## config.mk

```make
export PLATFORM = sky130hd
export DESIGN_NAME = inout_chan_merger
export DESIGN_NICKNAME = d
export VERILOG_FILES = /design/src/rtl/inout_chan_merger_pkg.sv /design/src/rtl/inout_chan_fifo.sv /design/src/rtl/inout_chan_merger.sv
export SDC_FILE = /design/constraint.sdc
export NUM_CORES = 1
export LEC_CHECK = 0
export CORE_ASPECT_RATIO = 0.75
export CORE_MARGIN = 5
export CORE_UTILIZATION = 56
export DETAILED_ROUTE_END_ITERATION = 10
export GPL_TIMING_DRIVEN = 0
export MAX_ROUTING_LAYER = met4
export PLACE_DENSITY = 0.79
export SYNTH_ARGS = -nofsm -noshare
export SYNTH_HDL_FRONTEND = slang
export SYNTH_SLANG_ARGS = --single-unit
```

## constraint.sdc

```tcl
create_clock -name clk -period 3.6 [get_ports clk]
set_clock_uncertainty 0.15 [all_clocks]
set_input_delay 0.9 -clock clk [delete_from_list [all_inputs] [get_ports clk]]
set_output_delay 0.9 -clock clk [all_outputs]
set_load 0.01 [all_outputs]
```

## src/rtl/inout_chan_merger_pkg.sv

```systemverilog
// inout_chan_merger_pkg: shared constants, beat/header types and arbitration modes for the channel merger
// Ports: none (package only)
package inout_chan_merger_pkg;
   localparam int MERGE_NUM_CH = 4;
   localparam int MERGE_DATA_W = 8;
   localparam int MERGE_DEPTH  = 4;
   localparam int MERGE_CH_W   = MERGE_NUM_CH > 2 ? $clog2(MERGE_NUM_CH) : 1;
   typedef logic [MERGE_CH_W-1:0] chanIdxT;
   typedef logic [MERGE_DATA_W-1:0] payloadT;
   typedef struct packed {
      chanIdxT chan;
   } mergeHdrSt;
   typedef struct packed {
      mergeHdrSt hdr;
      payloadT   data;
   } mergeBeatSt;
   typedef enum logic {
      ARB_RR    = 1'b0,
      ARB_FIXED = 1'b1
   } arbModeT;
endpackage

```

## src/rtl/inout_chan_fifo.sv

```systemverilog
// inout_chan_fifo: per-channel payload FIFO with wrap-bit pointers
// Ports: clk, rst (sync, active-high); push/wdata write side; pop/rdata read side (rdata = head, valid when !empty);
//        empty, full, level = current occupancy
module inout_chan_fifo #(
   parameter int DATA_W = 8,
   parameter int DEPTH  = 4,
   localparam int AW    = $clog2(DEPTH),
   localparam int LW    = AW + 1
) (
   input  logic              clk,
   input  logic              rst,
   input  logic              push,
   input  logic              pop,
   input  logic [DATA_W-1:0] wdata,
   output logic [DATA_W-1:0] rdata,
   output logic              empty,
   output logic              full,
   output logic [LW-1:0]     level
);
   logic [LW-1:0] wr_q, wr_d, rd_q, rd_d;
   logic [DATA_W-1:0] mem_q [DEPTH];
   logic [DATA_W-1:0] mem_d [DEPTH];
   assign empty = wr_q == rd_q;
   assign full  = (wr_q[AW-1:0] == rd_q[AW-1:0]) && (wr_q[AW] != rd_q[AW]);
   assign level = wr_q - rd_q;
   assign rdata = mem_q[rd_q[AW-1:0]];
   always_comb begin
      mem_d = mem_q;
      if (push) mem_d[wr_q[AW-1:0]] = wdata;
      wr_d = wr_q + LW'(push);
      rd_d = rd_q + LW'(pop);
   end
   always_ff @(posedge clk) begin
      if (rst) begin
         wr_q <= '0;
         rd_q <= '0;
      end else begin
         wr_q <= wr_d;
         rd_q <= rd_d;
      end
      mem_q <= mem_d;
   end
endmodule

```

## src/rtl/inout_chan_merger.sv

```systemverilog
// inout_chan_merger: N-to-1 merger of buffered valid/ready channels into one header+payload stream
// Ports: clk, rst (sync, active-high); in_valid/in_ready/in_data per channel (channel i at [i*DATA_W +: DATA_W]);
//        out_valid/out_ready/out_hdr (source channel)/out_data output stream; fill_lvl per-channel FIFO occupancy;
//        pkt_count delivered beats, wrapping
module inout_chan_merger
   import inout_chan_merger_pkg::*;
#(
   parameter int NUM_CH    = 4,
   parameter int DATA_W    = 8,
   parameter int DEPTH     = 4,
   parameter int PRIO_MODE = 0,
   parameter int CNT_W     = 16,
   localparam int CH_W     = NUM_CH > 2 ? $clog2(NUM_CH) : 1,
   localparam int LW       = $clog2(DEPTH) + 1
) (
   input  logic                     clk,
   input  logic                     rst,
   input  logic [NUM_CH-1:0]        in_valid,
   output logic [NUM_CH-1:0]        in_ready,
   input  logic [NUM_CH*DATA_W-1:0] in_data,
   output logic                     out_valid,
   input  logic                     out_ready,
   output logic [CH_W-1:0]          out_hdr,
   output logic [DATA_W-1:0]        out_data,
   output logic [NUM_CH*LW-1:0]     fill_lvl,
   output logic [CNT_W-1:0]         pkt_count
);
   localparam arbModeT ARB = PRIO_MODE != 0 ? ARB_FIXED : ARB_RR;
   logic [NUM_CH-1:0] empty, full, pop;
   logic [NUM_CH*DATA_W-1:0] head;
   logic load_en, gnt_found, take;
   logic [CH_W-1:0] gnt_idx, cand;
   logic out_valid_q, out_valid_d;
   logic [CH_W-1:0] out_hdr_q, out_hdr_d, last_grant_q, last_grant_d;
   logic [DATA_W-1:0] out_data_q, out_data_d;
   logic [CNT_W-1:0] pkt_count_q, pkt_count_d;
   // Ready depends only on registered occupancy, and is held low during reset so nothing is accepted then.
   assign in_ready = rst ? '0 : ~full;
   genvar g;
   generate
      for (g = 0; g < NUM_CH; g++) begin : g_fifo
         inout_chan_fifo #(.DATA_W(DATA_W), .DEPTH(DEPTH)) u_fifo (
            .clk   (clk),
            .rst   (rst),
            .push  (in_valid[g] && in_ready[g]),
            .pop   (pop[g]),
            .wdata (in_data[g*DATA_W +: DATA_W]),
            .rdata (head[g*DATA_W +: DATA_W]),
            .empty (empty[g]),
            .full  (full[g]),
            .level (fill_lvl[g*LW +: LW])
         );
      end
   endgenerate
   always_comb begin
      load_en   = !out_valid_q || out_ready;
      gnt_found = 1'b0;
      gnt_idx   = '0;
      cand      = '0;
      // Round-robin scans from the channel after the last grant; fixed mode scans from channel 0.
      for (int k = 0; k < NUM_CH; k++) begin
         cand = CH_W'(ARB == ARB_FIXED ? k : (int'(last_grant_q) + 1 + k) % NUM_CH);
         if (!gnt_found && !empty[cand]) begin
            gnt_found = 1'b1;
            gnt_idx   = cand;
         end
      end
      take         = load_en && gnt_found;
      pop          = take ? NUM_CH'(1) << gnt_idx : '0;
      out_valid_d  = load_en ? gnt_found : out_valid_q;
      out_hdr_d    = take ? gnt_idx : out_hdr_q;
      out_data_d   = take ? head[gnt_idx*DATA_W +: DATA_W] : out_data_q;
      last_grant_d = (take && ARB == ARB_RR) ? gnt_idx : last_grant_q;
      pkt_count_d  = pkt_count_q + CNT_W'(out_valid_q && out_ready);
   end
   always_ff @(posedge clk) begin
      if (rst) begin
         out_valid_q  <= 1'b0;
         out_hdr_q    <= '0;
         out_data_q   <= '0;
         last_grant_q <= CH_W'(NUM_CH - 1);
         pkt_count_q  <= '0;
      end else begin
         out_valid_q  <= out_valid_d;
         out_hdr_q    <= out_hdr_d;
         out_data_q   <= out_data_d;
         last_grant_q <= last_grant_d;
         pkt_count_q  <= pkt_count_d;
      end
   end
   assign out_valid = out_valid_q;
   assign out_hdr   = out_hdr_q;
   assign out_data  = out_data_q;
   assign pkt_count = pkt_count_q;
endmodule

```

Word level (Yosys, flattened, before mapping)
Cells that the tools add are included.
{"block": "op_classes", "muxes": 42, "shift": 2, "add_sub_neg": 17, "reduce_logical": 24, "bitwise_logic": 9, "eq_ne": 12, "magnitude_cmp": 16}
{"cell": "32-bit bitwise mux", "n": 4}
{"cell": "8-bit two-way mux", "n": 12}
{"cell": "8-bit binary-select mux with 2-bit select", "n": 4}
{"cell": "8-bit demux with 2-bit select", "n": 4}
{"cell": "32-bit by 6-bit variable part select with 8-bit output", "n": 1}
{"cell": "3-bit by 1-bit adder with 3-bit output", "n": 8}
{"cell": "3-bit >= comparator (second input constant)", "n": 8}
{"cell": "2-bit NOT with 3-bit output", "n": 8}
{"cell": "1-bit logical AND", "n": 17}
{"cell": "16-bit by 1-bit adder with 16-bit output", "n": 1}
{"cell": "3-bit == test", "n": 4}
{"cell": "2-bit by 3-bit less-than comparator with 1-bit output (second input constant)", "n": 4}
{"cell": "3-bit by 1-bit less-than comparator with 1-bit output (second input constant)", "n": 4}
{"cell": "3-bit subtractor", "n": 4}
{"cell": "1-bit binary-select mux with 2-bit select", "n": 4}
{"cell": "2-bit == test", "n": 4}
{"cell": "1-bit two-way mux", "n": 8}
{"cell": "2-bit two-way mux", "n": 4}
{"cell": "4-bit two-way mux", "n": 2}
{"cell": "2-bit adder (second input constant)", "n": 3}
{"cell": "1-bit zero test", "n": 6}
{"cell": "1-bit inequality test", "n": 4}
{"cell": "4-bit NOT", "n": 1}
{"cell": "1-bit by 2-bit left shift with 4-bit output (first input constant)", "n": 1}
{"cell": "other kinds (2)", "n": 2}
{"block": "totals", "input_bits": 39, "reg_bits": 181}

Longest topological paths before layout
{"block": "depth", "word_depth": 16, "mapped_depth": 15, "ltp_nobuf": 12}

Modules after synthesis
From an unflattened synthesis, not the netlist that was laid out.
{"block": "unflattened", "hier_cells": 482, "hier_area_um2": 7533.5}
{"module": "inout_chan_fifo (g_fifo[0].u_fifo ...)", "cells_per_inst": 77, "n_inst": 3, "area_per_inst_um2": 1496.4}
{"module": "inout_chan_merger", "cells_per_inst": 174, "n_inst": 1, "area_per_inst_um2": 1549.0}
{"module": "inout_chan_fifo (g_fifo[3].u_fifo)", "cells_per_inst": 77, "n_inst": 1, "area_per_inst_um2": 1495.2}

Worst setup path before layout
Ideal clock, no wire load.
{"block": "synth_path", "path_type": "register to register", "startpoint": "register g_fifo[0].u_fifo.rd_q[1]", "endpoint": "register g_fifo[2].u_fifo.rd_q[1]", "setup_slack_ps": 573, "required_time_ps": 3322, "stages_incl_launch_ff": 15, "n_path_buf": 3, "setup_time_ps": 128, "arrival_time_ps": 2749, "cell_sequence": "dfxtp_1 -> clkbuf_1 -> inv_1 -> ha_1 -> and2_1 -> a2111oi_1 -> a31oi_1 -> o311a_1 -> buf_6 -> buf_12 -> nand2_1 -> nor2_1 -> ha_1 -> ha_1 -> nor2b_1"}
{"block": "synth_between", "elab_chain_cells": 15, "word_cells_on_any_way": 29, "cone_classes": "1 x add/sub; 1 x eq/ne; 1 x shift; 17 x mux; 9 x reduce/logical"}
{"item": "from (decl)", "line_no": "inout_chan_fifo.sv:20", "text": "logic [LW-1:0] wr_q, wr_d, rd_q, rd_d;"}
{"item": "from (signal assigned)", "line_no": "inout_chan_fifo.sv:39", "text": "rd_q <= rd_d;"}
{"item": "3-bit == test (*)", "line_no": "inout_chan_fifo.sv:23", "text": "assign empty = wr_q == rd_q;"}
{"item": "1-bit binary-select mux with 2-bit select", "line_no": "inout_chan_merger.sv:63", "text": "if (!gnt_found && !empty[cand]) begin"}
{"item": "1-bit two-way mux (implied by the code)", "line_no": "inout_chan_merger.sv:63"}
{"item": "1-bit zero test", "line_no": "inout_chan_merger.sv:63"}
{"item": "1-bit logical AND", "line_no": "inout_chan_merger.sv:63"}
{"item": "1-bit two-way mux", "line_no": "inout_chan_merger.sv:63"}
{"item": "1-bit zero test", "line_no": "inout_chan_merger.sv:63"}
{"item": "1-bit logical AND", "line_no": "inout_chan_merger.sv:63"}
{"item": "1-bit two-way mux", "line_no": "inout_chan_merger.sv:63"}
{"item": "1-bit zero test", "line_no": "inout_chan_merger.sv:63"}
{"item": "1-bit logical AND", "line_no": "inout_chan_merger.sv:63"}
{"item": "2-bit two-way mux or 1-bit two-way mux (tied branches)", "line_no": "inout_chan_merger.sv:63"}
{"item": "1-bit by 2-bit left shift with 4-bit output or 1-bit logical AND (tied branches)", "line_no": "inout_chan_merger.sv:69, inout_chan_merger.sv:68"}
{"item": "4-bit two-way mux (*)", "line_no": "inout_chan_merger.sv:69", "text": "pop = take ? NUM_CH'(1) << gnt_idx : '0;"}
{"item": "3-bit by 1-bit adder with 3-bit output (*)", "line_no": "inout_chan_fifo.sv:31", "text": "rd_d = rd_q + LW'(pop);"}
{"item": "net g_fifo[2].u_fifo.rd_d[1]", "line_no": "inout_chan_fifo.sv:20"}
{"item": "to (signal assigned)", "line_no": "inout_chan_fifo.sv:39"}
{"item": "to (decl)", "line_no": "inout_chan_fifo.sv:20"}
The timed path passes the listed nets; every way through them passes the cells marked *. The select of a mux whose other input is x is not followed.
A chain may end at the register's enable or synchronous reset.

Final worst setup path
{"block": "layout_path", "startpoint": "register g_fifo[2].u_fifo.rd_q[1]", "endpoint": "output in_ready[2]"}
{"block": "layout_between", "elab_chain_cells": 4}
{"item": "2-bit == test", "line_no": "inout_chan_fifo.sv:24", "text": "assign full = (wr_q[AW-1:0] == rd_q[AW-1:0]) && (wr_q[AW] != rd_q[AW]);"}
{"item": "1-bit logical AND", "line_no": "inout_chan_fifo.sv:24"}
{"item": "4-bit NOT", "line_no": "inout_chan_merger.sv:38", "text": "assign in_ready = rst ? '0 : ~full;"}
{"item": "4-bit two-way mux", "line_no": "inout_chan_merger.sv:38"}
{"item": "to (decl)", "line_no": "inout_chan_merger.sv:19", "text": "output logic [NUM_CH-1:0] in_ready,"}
No other way between the ends.

==> flow_summary_export.csv <==
group,metric,value,unit
run_status,outcome,"finished, final reports clean",
worst_setup_path,worst_r2r_path_depth,14,
power_and_ir_drop,p_int,4.09,mW
worst_setup_path,path_buf_inv,3,
final_layout,filler_cell_count,865,
synthesis,synth-async-reset-ratio,0,%
cts,ctsRootBufferMaster,"sky130_fd_sc_hd__clkbuf_16",
cts,tritoncts,"yes",
power_and_ir_drop,reported_net_switching_power,1.74,mW
die,placement_rows,36,
synthesis,synth_top_flop_cell,"sky130_fd_sc_hd__edfxtp_1",
routing,drcViolationCount,0,
power_and_ir_drop,power.clock.fraction,31.8,%
cts,cts-buffers-inserted,17,
routing,wl_per_cell,20.1,microns
final_layout,postLayoutCellArea,0.00922,sq mm
synthesis,synth_simple_gate_area_share,8.50,%
worst_setup_path,crit_type,"reg -> out",
worst_setup_path,worst_path_max_delay_cell,"sky130_fd_sc_hd__clkdlybuf4s50_1",
timing,tightestPinTransition,1.32,ns
global_route,grt_pass1_wl,24500,microns
power_and_ir_drop,power.combinational.fraction,26.4,%
routing,drtIter0Drc,257,
routing,detail_routed_via_count_per_cell,5.72,
die,number_of_primary_i_o_pins,82,
final_layout,antenna-diode-count,0,
cts,htree_levels,4,
synthesis,synth_compound_area_share,3.01,%
place,port_buffers,81,
worst_setup_path,crit_path_start,"g_fifo[2].u_fifo.rd_q[1]",
power_and_ir_drop,report.power.total,5.83,mW
synthesis,post-synth-top-area-cell,"sky130_fd_sc_hd__edfxtp_1",
worst_setup_path,cp_slowest_stage_delay,0.57,ns
cts,ctsLongestPathBuffers,2,
timing,fmax,0.285,GHz
synthesis,synth.distinct_cells,44,
die,dieWidth,144,microns
worst_setup_path,rr_startpoint,"g_fifo[0].u_fifo.rd_q[1]",
worst_setup_path,critical_path_cell_count,6,
synthesis,syn-cell-area,0.00754,sq mm
synthesis,synthMostInstantiatedCell,"sky130_fd_sc_hd__edfxtp_1",
global_route,globalRoute.totalOverflow,0,
timing,unrepaired_setup_endpoints_after_global_routing,"false",
worst_setup_path,timing.critical_path.fanout_max,9,
synthesis,netlist_instances,487,
timing,post-route-period-util,97.3,%
cts,clock-sinks,181,
place,dpl_cell_area,0.00856,sq mm
timing,hold_ws,0.353,ns
timing,slew_viol_final,0,
worst_setup_path,capture_point_of_the_critical_path,"in_ready[2]",
worst_setup_path,cp.required,2.55,ns
synthesis,synthAdderAreaFrac,5.38,%
cts,worst_skew_pair.late_latency,0.43,ns
routing,dr_total_vias,4419,
final_layout,finish.cell_count_without_fillers,772,
synthesis,yosys_warns,0,
synthesis,xor_xnor_portion_of_the_synthesized_cell_area,4.02,%
power_and_ir_drop,switching_share,29.8,%
routing,drt_wl_total,15500,microns
cts,clk_pin_slew_worst_paths,0.06,ns
power_and_ir_drop,vdd.ir_drop.worst,440,uV
flow_run,max_cap_violations,0,
timing,final.min_clock_period,3.50,ns
worst_setup_path,critical_path.endpoint_type,"output port",
synthesis,yosys_register_bits,181,
synthesis,post_synth_mux_area_share,11.4,%
synthesis,main_area_contributors_after_synthesis,"sky130_fd_sc_hd__edfxtp_1, sky130_fd_sc_hd__dfxtp_1, sky130_fd_sc_hd__mux4_2",
worst_setup_path,r2r_end,"g_fifo[2].u_fifo.rd_q[1]",
final_layout,area_growth,22.4,%
place,dp.final_hpwl,11200,microns
synthesis,synth_top_family_by_area,"multiplexers",
place,gp_congestion,0.763,
place,placed_cells_incl_taps,739,
worst_setup_path,timing.reg2reg.setup_slack,0.40,ns
synthesis,synth.avg_cell_area,15.5,sq um
timing,final_hold_viol_count,0,
synthesis,synth.top_cells.by_count,"sky130_fd_sc_hd__edfxtp_1, sky130_fd_sc_hd__dfxtp_1, sky130_fd_sc_hd__nor2_1, sky130_fd_sc_hd__mux4_2, sky130_fd_sc_hd__ha_1",
timing,setup_viol,0,
synthesis,synth_top_cell_area_share,51.0,%
routing,drt-pass1-iter-count,4,
timing,setup_tns,0,ns
hold_path,hold_class,"reg -> reg",
synthesis,yosysSeqAreaShare,65.1,%
final_layout,drive_above_1_share,14.6,%
timing,relSlewSlack,11.2,%
routing,antenna_violating_nets_post_route,0,
global_route,track_usage,21.0,%
die,chipHeight,110,microns
global_route,first_global_vias,4540,
worst_setup_path,worstPathCellList,"buf_4 -> inv_1 -> ha_1 -> and2_1 -> a21oi_2 -> clkdlybuf4s50_1",
power_and_ir_drop,power_per_cell_area,632,mW/mm^2
worst_setup_path,cp_launch_type,"flop",
die,design.die.area,0.0159,sq mm
synthesis,number_of_flops_mapped_to_enable_cells_by_yosys,128,
global_route,grt_antenna_before_repair,0,
die,core_region_area,0.0131,sq mm
die,initial_core_util,57.5,%
worst_setup_path,critPathTopFamily,"buffers and inverters",
synthesis,synth.net_count,556,
power_and_ir_drop,power_frac_seq,41.8,%
global_route,pin_count_of_the_biggest_net_entering_global_routing,20,
power_and_ir_drop,total_leakage_power,3.28,nW
final_layout,nets,657,
worst_setup_path,worstPathArrival,2.45,ns
-- kinds of logic after synthesis --
kind of cell,after synthesis
adder cells (fa/ha/maj),30
buffers and inverters,44
AO/OA/AOI/OAI,30
XOR/XNOR,32
AND/OR/NAND/NOR,124
multiplexers,46
flip-flops,181
-- per-stage QoR --
| step | setup slack, ns | util [%] |
|---|---|---|
| 5_1_grt | 0.0136 | 70.4 |
| 4_1_cts | 0.0104 | 70.2 |
| 6_report | 0.0957 | 70.4 |
| 2_1_floorplan | 0.573 | - |
| 3_5_place_dp | -0.189 | 65.3 |
| 3_3_place_gp | -0.173 | 65.3 |
-- layout make-up --
class / instances / area, sq um / share of cell area, %
clock buffer: 17 / 425 / 4.61
tap: 171 / 214 / 2.32
inverter: 25 / 93.8 / 1.02
clock inverter: 15 / 183 / 1.98
buffer: 19 / 128 / 1.38
timing repair buffer: 82 / 818 / 8.87
multi-input combinational: 262 / 2450 / 26.6
sequential: 181 / 4910 / 53.2
-- sequential cells by signal, indices dropped and copies added, names as in the netlist --
name,flops
out_valid,1
out_data,8
g_fifo.u_fifo.wr_q,12
g_fifo.u_fifo.mem_q,128
g_fifo.u_fifo.rd_q,12
out_hdr,2
last_grant_q,2
pkt_count,16
-- how the worst min path moves through the flow --
stage                      startpoint          end  slack [ns]  depth (start not counted)
final                      out_hdr[1]   out_hdr[1]        0.35                          2
after global routing      out_data[3]  out_data[3]        0.37                          2
after CTS                  out_hdr[1]   out_hdr[1]        0.35                          2
after detailed placement   out_hdr[1]   out_hdr[1]        0.34                          2
after global placement     out_hdr[1]   out_hdr[1]        0.33                          2
after floorplan            out_hdr[1]   out_hdr[1]        0.33                          2
-- per-layer routing --
layer  up-vias  track usage (%)  wire length, microns
met3        20             4.62                   881
met2       145             32.5                  7680
met4         0             5.21                   189
li1       2031                -                     -
met5         -                -                     0
met1      2223             28.6                  6770
-- repair_timing --
action / 4_1_cts / 5_1_grt
hold endpoints to repair: 0 / 0
endpoints found under the setup margin: 20 / 4
buffers inserted: 0 / 0
hold buffers: 0 / 0
resized for setup: 12 / 5
-- layout by cell type (no fill, tap or decap), types with 7 or more instances in the layout --
cell / count
sky130_fd_sc_hd__and2_1: 9
sky130_fd_sc_hd__o221ai_1: 7
sky130_fd_sc_hd__xor2_1: 14
sky130_fd_sc_hd__nand2_1: 20
sky130_fd_sc_hd__nor3_1: 15
sky130_fd_sc_hd__clkbuf_1: 7
sky130_fd_sc_hd__nor2b_1: 19
sky130_fd_sc_hd__xnor2_1: 15
sky130_fd_sc_hd__nand3b_1: 7
sky130_fd_sc_hd__clkbuf_16: 17
sky130_fd_sc_hd__mux4_2: 32
sky130_fd_sc_hd__nor2_1: 33
sky130_fd_sc_hd__mux2i_1: 14
sky130_fd_sc_hd__dfxtp_1: 52
sky130_fd_sc_hd__ha_1: 26
sky130_fd_sc_hd__edfxtp_1: 128
sky130_fd_sc_hd__clkdlybuf4s50_1: 81
sky130_fd_sc_hd__inv_1: 25
-- power groups by stage --
stage / registers, mW / clock network [mW] / logic [mW]
5_1_grt: 2.45 / 1.98 / 1.66
2_1_floorplan: 2.47 / 0 / 0.964
3_3_place_gp: 2.47 / 0 / 1.46
4_1_cts: 2.43 / 1.89 / 1.54
3_5_place_dp: 2.48 / 0 / 1.51
6_report: 2.44 / 1.86 / 1.54
-- worst register-to-register path, cell delays in order, from the launching register on --
cell	delay [ns]
sky130_fd_sc_hd__dfxtp_2	0.38
sky130_fd_sc_hd__clkbuf_8	0.19
sky130_fd_sc_hd__inv_1	0.05
sky130_fd_sc_hd__ha_1	0.27
sky130_fd_sc_hd__and2_1	0.23
sky130_fd_sc_hd__a2111oi_1	0.45
sky130_fd_sc_hd__a31oi_1	0.08
sky130_fd_sc_hd__o311a_1	0.14
sky130_fd_sc_hd__buf_6	0.17
sky130_fd_sc_hd__buf_12	0.16
sky130_fd_sc_hd__nand2_1	0.15
sky130_fd_sc_hd__nor2_1	0.07
sky130_fd_sc_hd__ha_1	0.19
sky130_fd_sc_hd__ha_1	0.26
sky130_fd_sc_hd__nor2b_1	0.13
No activity file was read; power rests on OpenSTA's default activity.
